`src/rtl/ravenoc_pkt_injector_pkg.sv`:
```
// Shared NoC types for the packet injector slice: mesh geometry, flit layout
// and the injector FSM state encoding.
package ravenoc_pkt_injector_pkg;

  localparam int unsigned NOC_CFG_SZ_ROWS = 3;
  localparam int unsigned NOC_CFG_SZ_COLS = 3;
  localparam int unsigned NOC_CFG_MAX_VC  = 3;
  localparam int unsigned XWidth          = $clog2(NOC_CFG_SZ_ROWS);
  localparam int unsigned YWidth          = $clog2(NOC_CFG_SZ_COLS);
  localparam int unsigned VcWidth         = $clog2(NOC_CFG_MAX_VC);
  localparam int unsigned PktWidth        = 8;
  localparam int unsigned FlitDataWidth   = 32;
  localparam int unsigned MinDataWidth    = FlitDataWidth - 2*(XWidth+YWidth) - PktWidth;

  typedef enum logic [1:0] {
    HEAD_FLIT = 2'd0,
    BODY_FLIT = 2'd1,
    TAIL_FLIT = 2'd2
  } flit_type_t;

  typedef struct packed {
    logic [XWidth-1:0]       x_dest;
    logic [YWidth-1:0]       y_dest;
    logic [XWidth-1:0]       x_src;
    logic [YWidth-1:0]       y_src;
    logic [PktWidth-1:0]     pkt_width;
    logic [MinDataWidth-1:0] data;
  } s_flit_head_data_t;

  typedef struct packed {
    flit_type_t               ftype;
    logic [FlitDataWidth-1:0] data;
  } s_flit_t;

  typedef struct packed {
    s_flit_t              fdata;
    logic [VcWidth-1:0]   vc_id;
    logic                 valid;
  } s_flit_req_t;

  typedef struct packed {
    logic [NOC_CFG_MAX_VC-1:0] ready;
  } s_flit_resp_t;

  typedef enum logic [1:0] {
    INJ_IDLE,
    INJ_HEAD,
    INJ_BODY
  } inj_st_t;

  function automatic logic cmd_legal(input logic [XWidth-1:0]  x,
                                     input logic [YWidth-1:0]  y,
                                     input logic [VcWidth-1:0] vc);
    return (32'(x) < NOC_CFG_SZ_ROWS) && (32'(y) < NOC_CFG_SZ_COLS) &&
           (32'(vc) < NOC_CFG_MAX_VC);
  endfunction

endpackage

```
`src/rtl/ravenoc_pkt_injector_if.sv`:
```
// Router port flit channel: request (flit, vc, valid) one way, per-VC ready back.
interface router_if;
  import ravenoc_pkt_injector_pkg::*;

  s_flit_req_t  req;
  s_flit_resp_t resp;

  modport master    (output req, input resp);
  modport slave     (input req, output resp);
  modport send_flit (output req, input resp);
  modport recv_flit (input req, output resp);
endinterface

```
`src/rtl/ravenoc_flit_oreg.sv`:
```
// Single-entry flit output register; contents held stable while stalled.
module ravenoc_flit_oreg
  import ravenoc_pkt_injector_pkg::*;
(
  input  logic                      clk_i,
  input  logic                      arst_i,
  input  logic                      ld_i,
  input  s_flit_t                   flit_i,
  input  logic [VcWidth-1:0]        vc_i,
  input  logic [NOC_CFG_MAX_VC-1:0] ready_i,
  output s_flit_req_t               req_o,
  output logic                      ld_ok_o,
  output logic                      acc_o
);

  s_flit_t            flit_q;
  logic [VcWidth-1:0] vc_q;
  logic               valid_q;

  assign acc_o   = valid_q && ready_i[vc_q];
  assign ld_ok_o = !valid_q || acc_o;

  always_ff @(posedge clk_i or posedge arst_i) begin
    if (arst_i) begin
      flit_q  <= '0;
      vc_q    <= '0;
      valid_q <= 1'b0;
    end else if (ld_ok_o) begin
      valid_q <= ld_i;
      if (ld_i) begin
        flit_q <= flit_i;
        vc_q   <= vc_i;
      end
    end
  end

  assign req_o.fdata = flit_q;
  assign req_o.vc_id = vc_q;
  assign req_o.valid = valid_q;

endmodule

```
`src/rtl/ravenoc_pkt_injector.sv`:
```
// Packet injector: turns a command plus payload stream into HEAD/BODY/TAIL
// flits on one router port, with per-VC valid/ready handshake.
module ravenoc_pkt_injector
  import ravenoc_pkt_injector_pkg::*;
#(
  parameter int unsigned ROUTER_X_ID = 0,
  parameter int unsigned ROUTER_Y_ID = 0,
  parameter int unsigned CNT_WIDTH   = 16
) (
  input  logic                     clk_noc,
  input  logic                     arst_noc,
  input  logic                     cmd_valid,
  output logic                     cmd_ready,
  input  logic [XWidth-1:0]        cmd_x_dest,
  input  logic [YWidth-1:0]        cmd_y_dest,
  input  logic [VcWidth-1:0]       cmd_vc,
  input  logic [PktWidth-1:0]      cmd_len,
  input  logic [MinDataWidth-1:0]  cmd_hdr_data,
  input  logic                     data_valid,
  output logic                     data_ready,
  input  logic [FlitDataWidth-1:0] data,
  router_if.send_flit              send,
  output logic                     busy,
  output logic                     err_dest,
  output logic [CNT_WIDTH-1:0]     pkt_cnt,
  output logic [CNT_WIDTH-1:0]     flit_cnt
);

  inj_st_t             st_q, st_d;
  logic [VcWidth-1:0]  vc_q, vc_d;
  logic [PktWidth-1:0] rem_q, rem_d;
  logic                err_q, err_d;
  logic                rdy_en_q;
  logic [CNT_WIDTH-1:0] pkt_cnt_q, flit_cnt_q;

  logic               ld_en, ld_ok, acc, legal, pkt_done;
  s_flit_t            ld_flit;
  logic [VcWidth-1:0] ld_vc;
  s_flit_req_t        req;
  s_flit_head_data_t  head, sent_hd;

  ravenoc_flit_oreg u_oreg (
    .clk_i   (clk_noc),
    .arst_i  (arst_noc),
    .ld_i    (ld_en),
    .flit_i  (ld_flit),
    .vc_i    (ld_vc),
    .ready_i (send.resp.ready),
    .req_o   (req),
    .ld_ok_o (ld_ok),
    .acc_o   (acc)
  );

  assign send.req = req;
  assign legal    = cmd_legal(cmd_x_dest, cmd_y_dest, cmd_vc);

  always_comb begin
    head           = '0;
    head.x_dest    = cmd_x_dest;
    head.y_dest    = cmd_y_dest;
    head.x_src     = XWidth'(ROUTER_X_ID);
    head.y_src     = YWidth'(ROUTER_Y_ID);
    head.pkt_width = cmd_len;
    head.data      = cmd_hdr_data;
  end

  // Packet completes when the tail, or a head with zero length, leaves the register
  assign sent_hd  = req.fdata.data;
  assign pkt_done = acc && ((req.fdata.ftype == TAIL_FLIT) ||
                   ((req.fdata.ftype == HEAD_FLIT) && (sent_hd.pkt_width == '0)));

  always_ff @(posedge clk_noc or posedge arst_noc) begin
    if (arst_noc) begin
      st_q       <= INJ_IDLE;
      vc_q       <= '0;
      rem_q      <= '0;
      err_q      <= 1'b0;
      rdy_en_q   <= 1'b0;
      pkt_cnt_q  <= '0;
      flit_cnt_q <= '0;
    end else begin
      st_q     <= st_d;
      vc_q     <= vc_d;
      rem_q    <= rem_d;
      err_q    <= err_d;
      rdy_en_q <= 1'b1;
      if (acc)      flit_cnt_q <= flit_cnt_q + CNT_WIDTH'(1);
      if (pkt_done) pkt_cnt_q  <= pkt_cnt_q + CNT_WIDTH'(1);
    end
  end

  always_comb begin
    st_d  = st_q;
    vc_d  = vc_q;
    rem_d = rem_q;
    err_d = 1'b0;
    unique case (st_q)
      INJ_IDLE: begin
        if (cmd_valid && cmd_ready) begin
          if (!legal) begin
            err_d = 1'b1;
          end else begin
            vc_d  = cmd_vc;
            rem_d = cmd_len;
            if (cmd_len != '0) st_d = INJ_BODY;
          end
        end
      end
      INJ_BODY: begin
        if (data_valid && data_ready) begin
          rem_d = rem_q - PktWidth'(1);
          if (rem_q == PktWidth'(1)) st_d = INJ_IDLE;
        end
      end
      default: st_d = INJ_IDLE;
    endcase
  end

  // In IDLE the command is gated only by the output register, so a new head
  // can follow a tail that is accepted in the same cycle.
  always_comb begin
    cmd_ready  = 1'b0;
    data_ready = 1'b0;
    ld_en      = 1'b0;
    ld_flit    = '0;
    ld_vc      = vc_q;
    unique case (st_q)
      INJ_IDLE: begin
        cmd_ready     = rdy_en_q && ld_ok;
        ld_en         = cmd_valid && cmd_ready && legal;
        ld_vc         = cmd_vc;
        ld_flit.ftype = HEAD_FLIT;
        ld_flit.data  = head;
      end
      INJ_BODY: begin
        data_ready    = ld_ok;
        ld_en         = data_valid && ld_ok;
        ld_flit.ftype = (rem_q == PktWidth'(1)) ? TAIL_FLIT : BODY_FLIT;
        ld_flit.data  = data;
      end
      default: ;
    endcase
  end

  assign busy     = (st_q != INJ_IDLE) || req.valid;
  assign err_dest = err_q;
  assign pkt_cnt  = pkt_cnt_q;
  assign flit_cnt = flit_cnt_q;

endmodule

```
`src/flat_wrapper.sv`:
```
// flat-port wrapper written by rule: the top's interface ports become plain ports
module ravenoc_pkt_injector_flat import ravenoc_pkt_injector_pkg::*;
#(
  parameter int unsigned ROUTER_X_ID = 0,
  parameter int unsigned ROUTER_Y_ID = 0,
  parameter int unsigned CNT_WIDTH   = 16
)
  (clk_noc, arst_noc, cmd_valid, cmd_ready, cmd_x_dest, cmd_y_dest, cmd_vc, cmd_len, cmd_hdr_data, data_valid, data_ready, data, busy, err_dest, pkt_cnt, flit_cnt, send_req, send_resp);
  router_if send_i ();
  input  logic clk_noc;
  input  logic arst_noc;
  input  logic cmd_valid;
  output logic cmd_ready;
  input  logic [XWidth-1:0] cmd_x_dest;
  input  logic [YWidth-1:0] cmd_y_dest;
  input  logic [VcWidth-1:0] cmd_vc;
  input  logic [PktWidth-1:0] cmd_len;
  input  logic [MinDataWidth-1:0] cmd_hdr_data;
  input  logic data_valid;
  output logic data_ready;
  input  logic [FlitDataWidth-1:0] data;
  output logic busy;
  output logic err_dest;
  output logic [CNT_WIDTH-1:0] pkt_cnt;
  output logic [CNT_WIDTH-1:0] flit_cnt;
  output wire logic [$bits(send_i.req)-1:0] send_req;
  input wire logic [$bits(send_i.resp)-1:0] send_resp;
  assign send_req = send_i.req;
  assign send_i.resp = send_resp;
  ravenoc_pkt_injector #(.ROUTER_X_ID(ROUTER_X_ID), .ROUTER_Y_ID(ROUTER_Y_ID), .CNT_WIDTH(CNT_WIDTH)) u_core (.clk_noc(clk_noc), .arst_noc(arst_noc), .cmd_valid(cmd_valid), .cmd_ready(cmd_ready), .cmd_x_dest(cmd_x_dest), .cmd_y_dest(cmd_y_dest), .cmd_vc(cmd_vc), .cmd_len(cmd_len), .cmd_hdr_data(cmd_hdr_data), .data_valid(data_valid), .data_ready(data_ready), .data(data), .send(send_i), .busy(busy), .err_dest(err_dest), .pkt_cnt(pkt_cnt), .flit_cnt(flit_cnt));
endmodule
```
`config.mk`:
```
export PLATFORM = sky130hd
export DESIGN_NAME = ravenoc_pkt_injector_flat
export DESIGN_NICKNAME = d
export VERILOG_FILES = /design/src/rtl/ravenoc_pkt_injector_pkg.sv /design/src/rtl/ravenoc_pkt_injector_if.sv /design/src/rtl/ravenoc_flit_oreg.sv /design/src/rtl/ravenoc_pkt_injector.sv /design/src/flat_wrapper.sv
export SDC_FILE = /design/constraint.sdc
export NUM_CORES = 1
export LEC_CHECK = 0
export CORE_ASPECT_RATIO = 0.6
export CORE_MARGIN = 3
export CORE_UTILIZATION = 48
export CTS_BUF_LIST = sky130_fd_sc_hd__clkbuf_8 sky130_fd_sc_hd__clkbuf_16
export DETAILED_ROUTE_END_ITERATION = 8
export GPL_ROUTABILITY_DRIVEN = 0
export HOLD_SLACK_MARGIN = 0.12
export PLACE_DENSITY = 0.82
export SYNTH_ARGS = -nofsm -noshare
export SYNTH_HDL_FRONTEND = slang
export SYNTH_SLANG_ARGS = --single-unit
```
`constraint.sdc`:
```
create_clock -name clk_noc -period 7.45 [get_ports clk_noc]
set_input_delay 1.49 -clock clk_noc [delete_from_list [all_inputs] [get_ports clk_noc]]
set_output_delay 1.49 -clock clk_noc [all_outputs]
set_load 0.01 [all_outputs]
```
==> summary.md, run 1 <==
| Metric | Value |
|---|---|
| Crit path launch type | `input port` |
| Post-layout util | `approximately 76%` |
| Worst rel slew slack | `about a quarter` |
| WL met1 | `around 4600 um` |
| Synth Cell Area | `between 3000 and 4000 sq um` |
| PortBufs | `between 100 and 150` |
| Top sig layer | `met4` |
| Ys flop type | `dfrtp_1` |
| Layout cells sized above 1 | `5.44%` |
| Syn_nets | `447` |
| Post-synth top cells | `dfrtp_1 (82), nand2_1 (57), mux2i_1 (31)` |
| Final Total Pwr | `about 2100 uW` |
| Synth area leaders | `dfrtp_1 (53%), mux2i_1 (7.9%), nand2_1 (5.5%)` |
| Hold Crit Class | `flop to flop` |
| IO Pins | `about 140` |
| Sequential area share after synthesis | `between 50% and 60%` |
| Die Wd | `approximately 120 um` |
| TritonRoute pass-1 iters | `6` |
| Gr ovfl total | `0` |
| Count of final hold-check violations | `0` |
| # Post-CTS Setup Buffers | `0` |
| Post-layout nets | `slightly below 600` |
| Drt wl/cell | `approximately 17 um` |
| Yosys top cell area share | `between 50% and 60%` |
| Psw | `around 700 uW` |
| CTS tree | `done` |
| Fin Setup TNS | `0 ps` |
| Max FO, Critical Path | `10` |
| Non-filler instance count after layout | `between 600 and 700` |
| Worst hold path stage count | `1` |
| DP HPWL | `about 7600 um` |
| Total number of vias | `3319` |
| Number of synthesized flops with an enable pin | `0` |
| R2R cell count | `4` |
| Max capacitance violation total | `0` |
| P&R area growth vs syn | `46.8%` |
| Drt total wl | `10400 um` |
| Synth async-reset ratio | `100%` |
| Final ANT Viol Nets | `0` |
| Comb power frac | `38.5%` |
| Post-synthesis cell type count | `45` |
| Clock network power share | `between 20% and 30%` |
| CTS Hold Bufs | `0` |
| Peak supply drop | `~0.23 mV` |
| CP Capture Type | `output port` |
| P per Cell Area | `around 360 nW/um^2` |
| Power Internal | `approximately 1400 uW` |
| Unrepaired setup endpoints after global routing | `no` |
| Synth Area per Inst | `10.4 sq um` |
| Largest net degree at the start of global routing | `83` |
| DRC marker count from the first detailed-route iteration | `223` |
| Initial Utilization | `roughly 52%` |
| Final Max Slew Viols | `0` |
| Leak | `~0.0026 uW` |
| Fin crit period | `slightly above 5000 ps` |
| Die Span Y | `75.9 um` |
| DR WL met3 | `773 um` |
| Clk sinks | `82` |
| Reg clk slew, reported paths | `approximately 60 ps` |
| Crit path required time | `between 5000 and 6000 ps` |
| Synth Register Bits | `82` |
| Overall routing resource usage | `a little under a quarter` |
| Met2 routed WL | `4980 um` |
| DRC Markers | `0` |
| Crit share post-route | `69.2%` |
| ANT cells | `0` |
| Layout Skew | `7.85 ps` |
| H-tree Lvls | `3` |
| CP arrival | `between 3000 and 4000 ps` |
| Clk_lat worst skew | `between 300 and 400 ps` |
| Part of the power in registers | `35.0%` |
| Status | `finished clean` |
| Hold slack | `478 ps` |
| Vias in the first global route | `~3.4k` |
| Final setup fails | `0` |
| Worst slew pin tran | `~1100 ps` |
| Setup CP Type | `input port to output port` |
| Core area | `around 7600 sq um` |
| Die area | `around 9300 sq um` |
| First-pass GRT wire length | `between 15000 and 20000 um` |
| Ys Warns | `0` |
| Peak Freq | `0.194 GHz` |
| Via-to-Cell Ratio | `5.36` |
| Synthesized instance count | `roughly 370` |
| Most frequent cell after synthesis | `dfrtp_1` |
| Root Buffer | `clkbuf_16` |
| Max clock buf depth | `2` |
| CTS buffer count | `9` |
| Post-CTS Resized | `0` |
| Switch share | `between 30% and 40%` |
| Initial antenna violation count | `0` |
| Row count | `24` |
| Top cell type by total area after synthesis | `dfrtp_1` |
| DP Cell Count | `between 600 and 700` |
-- power groups by stage --
stage	Combinational [uW]	Sequential, uW	Clock (uW)
floorplan	402	749	0
global placement	776	714	0
detailed placement	797	723	0
CTS	802	719	554
global route	869	742	575
finish	794	721	547
-- cell type report --
| type | count | area [sq um] |
|---|---|---|
| Clock buffer | 10 | 239 |
| Inverter | 6 | 23.8 |
| Tap cell | 104 | 130 |
| Fill cell | 516 | 1830 |
| Timing Repair Buffer | 143 | 1430 |
| Clock inverter | 6 | 138 |
| Multi-Input combinational cell | 268 | 1730 |
| Sequential cell | 82 | 2050 |
-- layer usage --
metal	vias to the layer above	GRT usage, %
li1	1602	-
met1	1606	31.1
met2	109	38.3
met3	2	7.64
met4	0	4.84
met5	-	0
-- layout by cell type, fill, tap and decap left out, types with 9 or more instances in the layout --
master           count
a21oi_1             14
clkbuf_16            9
clkdlybuf4s50_1    141
dfrtp_1             81
mux2i_1             31
nand2_1             57
nand3_1             14
nand4_1             11
nor2_1               9
o21ai_0             26
o21ai_1             13
xnor2_1             23
-- critical path, stage by stage --
cell             delay (ps)
clkdlybuf4s50_1         480
mux2i_1                  90
o211ai_1                680
nand2_1                 220
nor2_1                  150
clkdlybuf4s50_1         550
-- per-stage QoR --
stage	cell area, sq um	worst slack (ps)
2_1_floorplan	3910	3620
3_3_place_gp	5360	2450
3_5_place_dp	5360	2310
4_1_cts	5740	2330
5_1_grt	5740	2150
6_report	5740	2300
-- sequential cells by signal (all words and copies together), names as in the netlist --
signal,flops
u_core.err_dest,1
u_core.u_oreg.req_o,34
u_core.u_oreg.valid_q,1
u_core.rem_q,8
u_core.flit_cnt,16
u_core.rdy_en_q,1
u_core.st_q,1
u_core.vc_q,2
u_core.u_oreg.vc_q,2
u_core.pkt_cnt,16
-- logic make-up after synthesis --
group	Yosys count	share of synthesized area, %
flip-flops	82	52.5
adder cells (fa/ha/maj)	4	1.28
XOR/XNOR	30	6.72
AND/OR/NAND/NOR	125	15.9
multiplexers	35	9.09
AO/OA/AOI/OAI	73	11.1
buffers and inverters	24	3.33
other	1	0.0960
-- worst paths after layout --
kind                               startpoint                      end  slack, ps
max                              send_resp[0]                cmd_ready       2300
min                        u_core.pkt_cnt[15]       u_core.pkt_cnt[15]        480
max reg2reg                    u_core.st_q[1]  u_core.u_oreg.req_o[12]       4740
min reg2reg                u_core.pkt_cnt[15]       u_core.pkt_cnt[15]        480
max in group asynchronous            arst_noc           u_core.st_q[1]       4960
min in group asynchronous            arst_noc      u_core.flit_cnt[12]       1800
Power figures use the tool's default switching activity.
==> run 2: changes to the inputs <==
--- a/config.mk
+++ b/config.mk
@@ -7,12 +7,12 @@
 export LEC_CHECK = 0
 export CORE_ASPECT_RATIO = 0.6
 export CORE_MARGIN = 3
-export CORE_UTILIZATION = 48
+export CORE_UTILIZATION = 41
 export CTS_BUF_LIST = sky130_fd_sc_hd__clkbuf_8 sky130_fd_sc_hd__clkbuf_16
 export DETAILED_ROUTE_END_ITERATION = 8
 export GPL_ROUTABILITY_DRIVEN = 0
 export HOLD_SLACK_MARGIN = 0.12
-export PLACE_DENSITY = 0.82
+export PLACE_DENSITY = 0.74
 export SYNTH_ARGS = -nofsm -noshare
 export SYNTH_HDL_FRONTEND = slang
 export SYNTH_SLANG_ARGS = --single-unit
==> constraint.sdc (replaced) <==
create_clock -name clk_noc -period 4.3 [get_ports clk_noc]
set_input_delay 0.86 -clock clk_noc [delete_from_list [all_inputs] [get_ports clk_noc]]
set_output_delay 0.86 -clock clk_noc [all_outputs]
set_load 0.01 [all_outputs]
==> summary.md, run 2 (synthesis results as in run 1) <==
| Metric | Value |
|---|---|
| Worst Setup EP | `cmd_ready` |
| Reg clk slew, reported paths | `60 ps (about the same)` |
| Clk sinks | `82 (unchanged)` |
| Max capacitance violation total | `0 (unchanged)` |
| TritonRoute pass-1 iters | `4 (-2)` |
| Post-layout nets | `585 (+0.34%)` |
| Core area | `8880 sq um (+17%)` |
| Design Area, Final | `5700 sq um (-0.65%)` |
| Crit path launch type | `input port` |
| Peak Freq | `between 0.2 and 0.3 GHz` |
| Max clock buf depth | `2 (unchanged)` |
| Initial Utilization | `44.0% (-7.6 points)` |
| Worst r2r dst | `u_core.rem_q[7]` |
| Unrepaired setup endpoints after global routing | `no` |
| Overall routing resource usage | `19.8% (-3.6 points)` |
| Setup CP Type | `input port to output port` |
| Drt total wl | `10400 um (-0.40%)` |
| Worst slew pin tran | `1140 ps (+4.05 ps)` |
| CTS buffer count | `9 (unchanged)` |
| H-tree Lvls | `3 (unchanged)` |
| Root Buffer | `clkbuf_16` |
| ANT cells | `0 (unchanged)` |
| PortBufs | `141 (unchanged)` |
| Die Wd | `132 um (+7.8%)` |
| Slowest library cell on the worst path | `clkdlybuf4s50_1` |
| # fillers | `735 (+42%)` |
| Area post-placement | `5400 sq um (+0.79%)` |
| Drt wl/cell | `16.1 um (-4.1%)` |
| Die Span Y | `81.6 um (+7.6%)` |
| Layout Skew | `7.85 ps (+0.00183 ps)` |
| Multi-input gate area | `1730 sq um (unchanged)` |
| Worst rel slew slack | `24.2% (-0.27 points)` |
| Crit Reg-Reg Startpoint | `u_core.st_q[1]` |
| Clk_lat worst skew | `340 ps (about the same)` |
| Vias in the first global route | `3332 (-0.98%)` |
| Final ANT Viol Nets | `0 (unchanged)` |
| Post-CTS Resized | `0 (unchanged)` |
| R2R cell count | `4 (unchanged)` |
| CTS tree | `done` |
| Final setup fails | `0 (unchanged)` |
| Count of final hold-check violations | `0 (unchanged)` |
| Commonest non-fill, non-tap cells in the layout | `clkdlybuf4s50_1 (141), dfrtp_1 (81), nand2_1 (57), mux2i_1 (31), o21ai_0 (26)` |
| Slowest stage delay, CP | `560 ps (-120 ps)` |
| Leak | `0.00256 uW (-0.78%)` |
| Peak supply drop | `0.280 mV (+23%)` |
| R2R setup slack | `1670 ps (-3070 ps)` |
| Fin crit period | `3440 ps` |
| Non-filler instance count after layout | `643 (+3.9%)` |
| Crit path required time | `3440 ps (-2520 ps)` |
| Crit path launch | `send_resp[1]` |
| Status | `finished clean` |
| CTS Hold Bufs | `0 (unchanged)` |
| Post-place setup slack | `662 ps (-1650 ps)` |
| Crit-path most repeated cell | `clkdlybuf4s50_1` |
| Max FFs per register | `34 (unchanged)` |
| Initial antenna violation count | `0 (unchanged)` |
| Final WS setup | `863 ps (-1430 ps)` |
| P per Cell Area | `593 nW/um^2 (+65%)` |
| First-pass GRT wire length | `17100 um (+0.77%)` |
| Most common cell after layout, fill and taps aside | `clkdlybuf4s50_1` |
| FF/Latch Area | `2050 sq um (unchanged)` |
| CP Capture Type | `output port` |
| Final Max Slew Viols | `0 (unchanged)` |
| CP cell instances | `clkdlybuf4s50_1 > mux2i_1 > o211ai_1 > buf_4 > nand2_1 > nor2_1 > clkdlybuf4s50_1` |
| Die area | `10800 sq um (+16%)` |
| Row count | `26 (+8.3%)` |
| Layout cells sized above 1 | `5.61% (+0.17 points)` |
| Total number of vias | `3321 (+0.060%)` |
| Via-to-Cell Ratio | `5.16 (-3.7%)` |
| Fin Setup TNS | `0 ps (unchanged)` |
| Gr ovfl total | `0 (unchanged)` |
| DRC marker count from the first detailed-route iteration | `188 (-16%)` |
| Crit share post-route | `~80%` |
| P&R area growth vs syn | `45.9%` |
| DRC Markers | `0 (unchanged)` |
| Max FO, Critical Path | `10 (unchanged)` |
| # Post-CTS Setup Buffers | `0 (unchanged)` |
| Largest net degree at the start of global routing | `74 (-11%)` |
| CP arrival | `2580 ps (-1080 ps)` |
| DP HPWL | `7870 um (+4.1%)` |
| DP Cell Count | `627 (+4.0%)` |
| IO Pins | `142 (unchanged)` |
| Hold Crit Class | `flop to flop` |
==> run 2: cell types whose count changed in the layout (fill, tap and decap cells not counted), sizes merged <==
cell,delta
buf,+2
bufinv,-3
clkinv,+2
inv,+1
==> run 2: layer usage <==
layer,GRT usage (%),vias up,part of all wire (%)
met4,4.72,0,0.80
met2,30.8,107,44
li1,-,1609,-
met5,0,-,0
met1,27.2,1598,48
met3,6.55,7,7.3
==> run 2: worst max-delay path, delay by kind of cell <==
family	cells	cell delay, ps
AO/OA/AOI/OAI	1	170
multiplexers	1	100
AND/OR/NAND/NOR	2	210
buffers and inverters	3	1230
==> run 2: per-stage QoR <==
| step | power, uW | hold slack [ps] | utilization [%] |
|---|---|---|---|
| 6_report | 3380 | 479 | 64.2 |
| 4_1_cts | 3410 | 484 | 64.2 |
| 3_3_place_gp | 2600 | 462 | 60.8 |
| 3_5_place_dp | 2640 | 471 | 60.8 |
| 2_1_floorplan | 2000 | 479 | - |
| 5_1_grt | 3600 | 497 | 64.2 |
==> run 2: power by group <==
part,switching [uW],internal (uW)
clock network,297,461
registers,269,1030
logic,615,712
total,1180,2200
==> run 2: worst min path at each step <==
stage,start,end,slack (ps),cells after the start
after floorplan,u_core.vc_q[0],u_core.vc_q[0],480,1
after global placement,u_core.u_oreg.req_o[8],u_core.u_oreg.req_o[8],460,2
after detailed placement,u_core.u_oreg.req_o[8],u_core.u_oreg.req_o[8],470,2
after CTS,u_core.u_oreg.req_o[8],u_core.u_oreg.req_o[8],480,2
after global routing,u_core.u_oreg.req_o[8],u_core.u_oreg.req_o[8],500,2
final,u_core.u_oreg.req_o[8],u_core.u_oreg.req_o[8],480,2
==> run 2: cell type report <==
cell class	instances	area share, %
inverter	6	0.417
clock inverter	6	1.01
timing repair buffer	145	25.3
tap	126	2.77
clock buffer	10	4.19
sequential	82	36.0
multi-input combinational	268	30.3
==> run 3: changes to the inputs <==
--- a/config.mk
+++ b/config.mk
@@ -7,12 +7,12 @@
 export LEC_CHECK = 0
 export CORE_ASPECT_RATIO = 0.6
 export CORE_MARGIN = 3
-export CORE_UTILIZATION = 41
+export CORE_UTILIZATION = 45
 export CTS_BUF_LIST = sky130_fd_sc_hd__clkbuf_8 sky130_fd_sc_hd__clkbuf_16
 export DETAILED_ROUTE_END_ITERATION = 8
 export GPL_ROUTABILITY_DRIVEN = 0
 export HOLD_SLACK_MARGIN = 0.12
-export PLACE_DENSITY = 0.74
+export PLACE_DENSITY = 0.78
 export SYNTH_ARGS = -nofsm -noshare
 export SYNTH_HDL_FRONTEND = slang
 export SYNTH_SLANG_ARGS = --single-unit
==> constraint.sdc (replaced) <==
create_clock -name clk_noc -period 3.5 [get_ports clk_noc]
set_input_delay 0.7 -clock clk_noc [delete_from_list [all_inputs] [get_ports clk_noc]]
set_output_delay 0.7 -clock clk_noc [all_outputs]
set_load 0.01 [all_outputs]
==> summary.md, run 3 (synthesis results as in run 1) <==
| Metric | Value |
|---|---|
| Unrepaired setup endpoints after global routing | `no` |
| H-tree Lvls | `3 (unchanged)` |
| R2R cell count | `6 (+2)` |
| Layout cells sized above 1 | `6.35% (+0.74 points)` |
| DP HPWL | `7950 um (+0.99%)` |
| Fin crit period | `3070 ps` |
| Initial antenna violation count | `0 (unchanged)` |
| Multi-input gate area | `1730 sq um (unchanged)` |
| Post-CTS Resized | `0 (unchanged)` |
| Final WS setup | `432 ps (-431 ps)` |
| Overall routing resource usage | `21.9% (+2.1 points)` |
| Die Span Y | `78.2 um (-4.2%)` |
| Root Buffer | `clkbuf_16` |
| Worst slew pin tran | `705 ps (-432 ps)` |
| Initial Utilization | `47.9% (+3.9 points)` |
| Crit-path most repeated cell | `clkdlybuf4s50_1` |
| Post-place setup slack | `293 ps (-369 ps)` |
| Total number of vias | `3339 (+0.54%)` |
| Most common cell after layout, fill and taps aside | `clkdlybuf4s50_1` |
| Final ANT Viol Nets | `0 (unchanged)` |
| # fillers | `640 (-13%)` |
| Final Total Pwr | `4130 uW (+22%)` |
| CP Capture Type | `output port` |
| Final Max Slew Viols | `0 (unchanged)` |
| Clk sinks | `82 (unchanged)` |
| CP cell instances | `clkdlybuf4s50_1 > mux2i_1 > o211ai_1 > nand2_1 > nor2_1 > clkdlybuf4s50_1` |
| Gr ovfl total | `0 (unchanged)` |
| Crit path required time | `2800 ps (-640 ps)` |
| R2R setup slack | `980 ps (-690 ps)` |
| Max capacitance violation total | `0 (unchanged)` |
| Hold Crit Class | `flop to flop` |
| Reg clk slew, reported paths | `60 ps (about the same)` |
| Fin Setup TNS | `0 ps (unchanged)` |
| Worst rel slew slack | `52.9% (+29 points)` |
| Vias in the first global route | `3302 (-0.90%)` |
| CTS buffer count | `9 (unchanged)` |
| Row count | `25 (-3.8%)` |
| Status | `finished clean` |
| P per Cell Area | `726 nW/um^2 (+22%)` |
| Layout Skew | `7.47 ps (-0.378 ps)` |
| Hold wc startpoint | `u_core.flit_cnt[15]` |
| Peak supply drop | `0.345 mV (+23%)` |
| FF/Latch Area | `2050 sq um (unchanged)` |
| Crit share post-route | `between 80% and 90%` |
| Core area | `8160 sq um (-8.1%)` |
| P&R area growth vs syn | `45.7%` |
| Die area | `9870 sq um (-8.4%)` |
| Hold Path Sink | `u_core.flit_cnt[15]` |
| Drt total wl | `10500 um (+1.5%)` |
| Max FFs per register | `34 (unchanged)` |
| Final setup fails | `0 (unchanged)` |
| Clk_lat worst skew | `340 ps (about the same)` |
| Worst hold path stage count | `1 (-1)` |
| Cell family with most CP delay | `buffers and inverters` |
| IO Pins | `142 (unchanged)` |
| Slowest library cell on the worst path | `clkdlybuf4s50_1` |
| DRC Markers | `0 (unchanged)` |
| # Post-CTS Setup Buffers | `0 (unchanged)` |
| Worst r2r dst | `u_core.rem_q[4]` |
| Setup CP Type | `input port to output port` |
| TritonRoute pass-1 iters | `5 (+1)` |
| Die Wd | `126 um (-4.3%)` |
| Leak | `0.00256 uW (about the same)` |
| Drt wl/cell | `16.8 um (+3.9%)` |
| CP arrival | `2370 ps (-210 ps)` |
| ANT cells | `0 (unchanged)` |
| Slowest stage delay, CP | `560 ps (about the same)` |
| Largest net degree at the start of global routing | `46 (-38%)` |
| First-pass GRT wire length | `17200 um (+0.57%)` |
| Crit path launch type | `input port` |
| CP bufs+invs | `2 (-1)` |
| DRC marker count from the first detailed-route iteration | `349 (+86%)` |
| CTS Hold Bufs | `0 (unchanged)` |
| CTS tree | `done` |
| Crit Reg-Reg Startpoint | `u_core.st_q[1]` |
| Max FO, Critical Path | `3 (-7)` |
| Post-layout nets | `588 (+0.51%)` |
| Max clock buf depth | `2 (unchanged)` |
| Commonest non-fill, non-tap cells in the layout | `clkdlybuf4s50_1 (141), dfrtp_1 (81), nand2_1 (57), mux2i_1 (31), o21ai_0 (26)` |
| PortBufs | `141 (unchanged)` |
| Peak Freq | `0.326 GHz` |
| Count of final hold-check violations | `0 (unchanged)` |
| Via-to-Cell Ratio | `5.32 (+2.9%)` |
[run 3: cell count changes in the layout (fill, tap and decap cells not counted)]
cell / previous run / this run
clkinvlp_4: 0 / 1
inv_6: 0 / 2
bufinv_16: 1 / 0
buf_4: 4 / 6
inv_1: 6 / 5
clkbuf_8: 1 / 0
clkinv_2: 4 / 3
clkinv_4: 1 / 2
buf_12: 0 / 1
[run 3: where the power goes]
| group | total (uW) | switching, uW | internal (uW) |
|---|---|---|---|
| registers | 1580 | 319 | 1260 |
| logic | 1680 | 787 | 889 |
| clock network | 881 | 396 | 485 |
[run 3: worst max-delay path by stage]
| stage | start | endpoint | slack [ps] | cells after the start |
|---|---|---|---|---|
| 6_report | send_resp[0] | cmd_ready | 430 | 6 |
| 5_1_grt | send_resp[1] | cmd_ready | 330 | 6 |
| 3_3_place_gp | cmd_vc[0] | u_core.rem_q[4] | 330 | 7 |
| 2_1_floorplan | arst_noc | u_core.err_dest | 690 | 1 |
| 3_5_place_dp | cmd_vc[1] | u_core.rem_q[4] | 290 | 7 |
| 4_1_cts | send_resp[0] | cmd_ready | 430 | 6 |
[run 3: through the flow]
stage                     util (%)  instances  cell area [sq um]  hold WS, ps
final                         69.7        628               5690          478
after global routing          69.7        628               5690          502
after CTS                     69.7        628               5690          479
after detailed placement      66.3        612               5420          465
after global placement        66.3        612               5420          461
after floorplan                  -        374               3910          479
[run 3: layout make-up]
class	count	area share [%]
repair buffers	148	25.9
flip-flops and latches	82	36.1
well taps	108	2.37
inverters	6	0.418
clock buffers	9	3.96
multi-input cells	268	30.3
clock inverters	7	0.923
[run 3: layer usage]
| layer | global-route usage [%] | routed length [um] | up-vias |
|---|---|---|---|
| met5 | 0 | 0 | - |
| li1 | - | - | 1615 |
| met2 | 31.9 | 4500 | 142 |
| met1 | 31.9 | 5040 | 1572 |
| met4 | 5.14 | 95 | 0 |
| met3 | 7.07 | 889 | 10 |
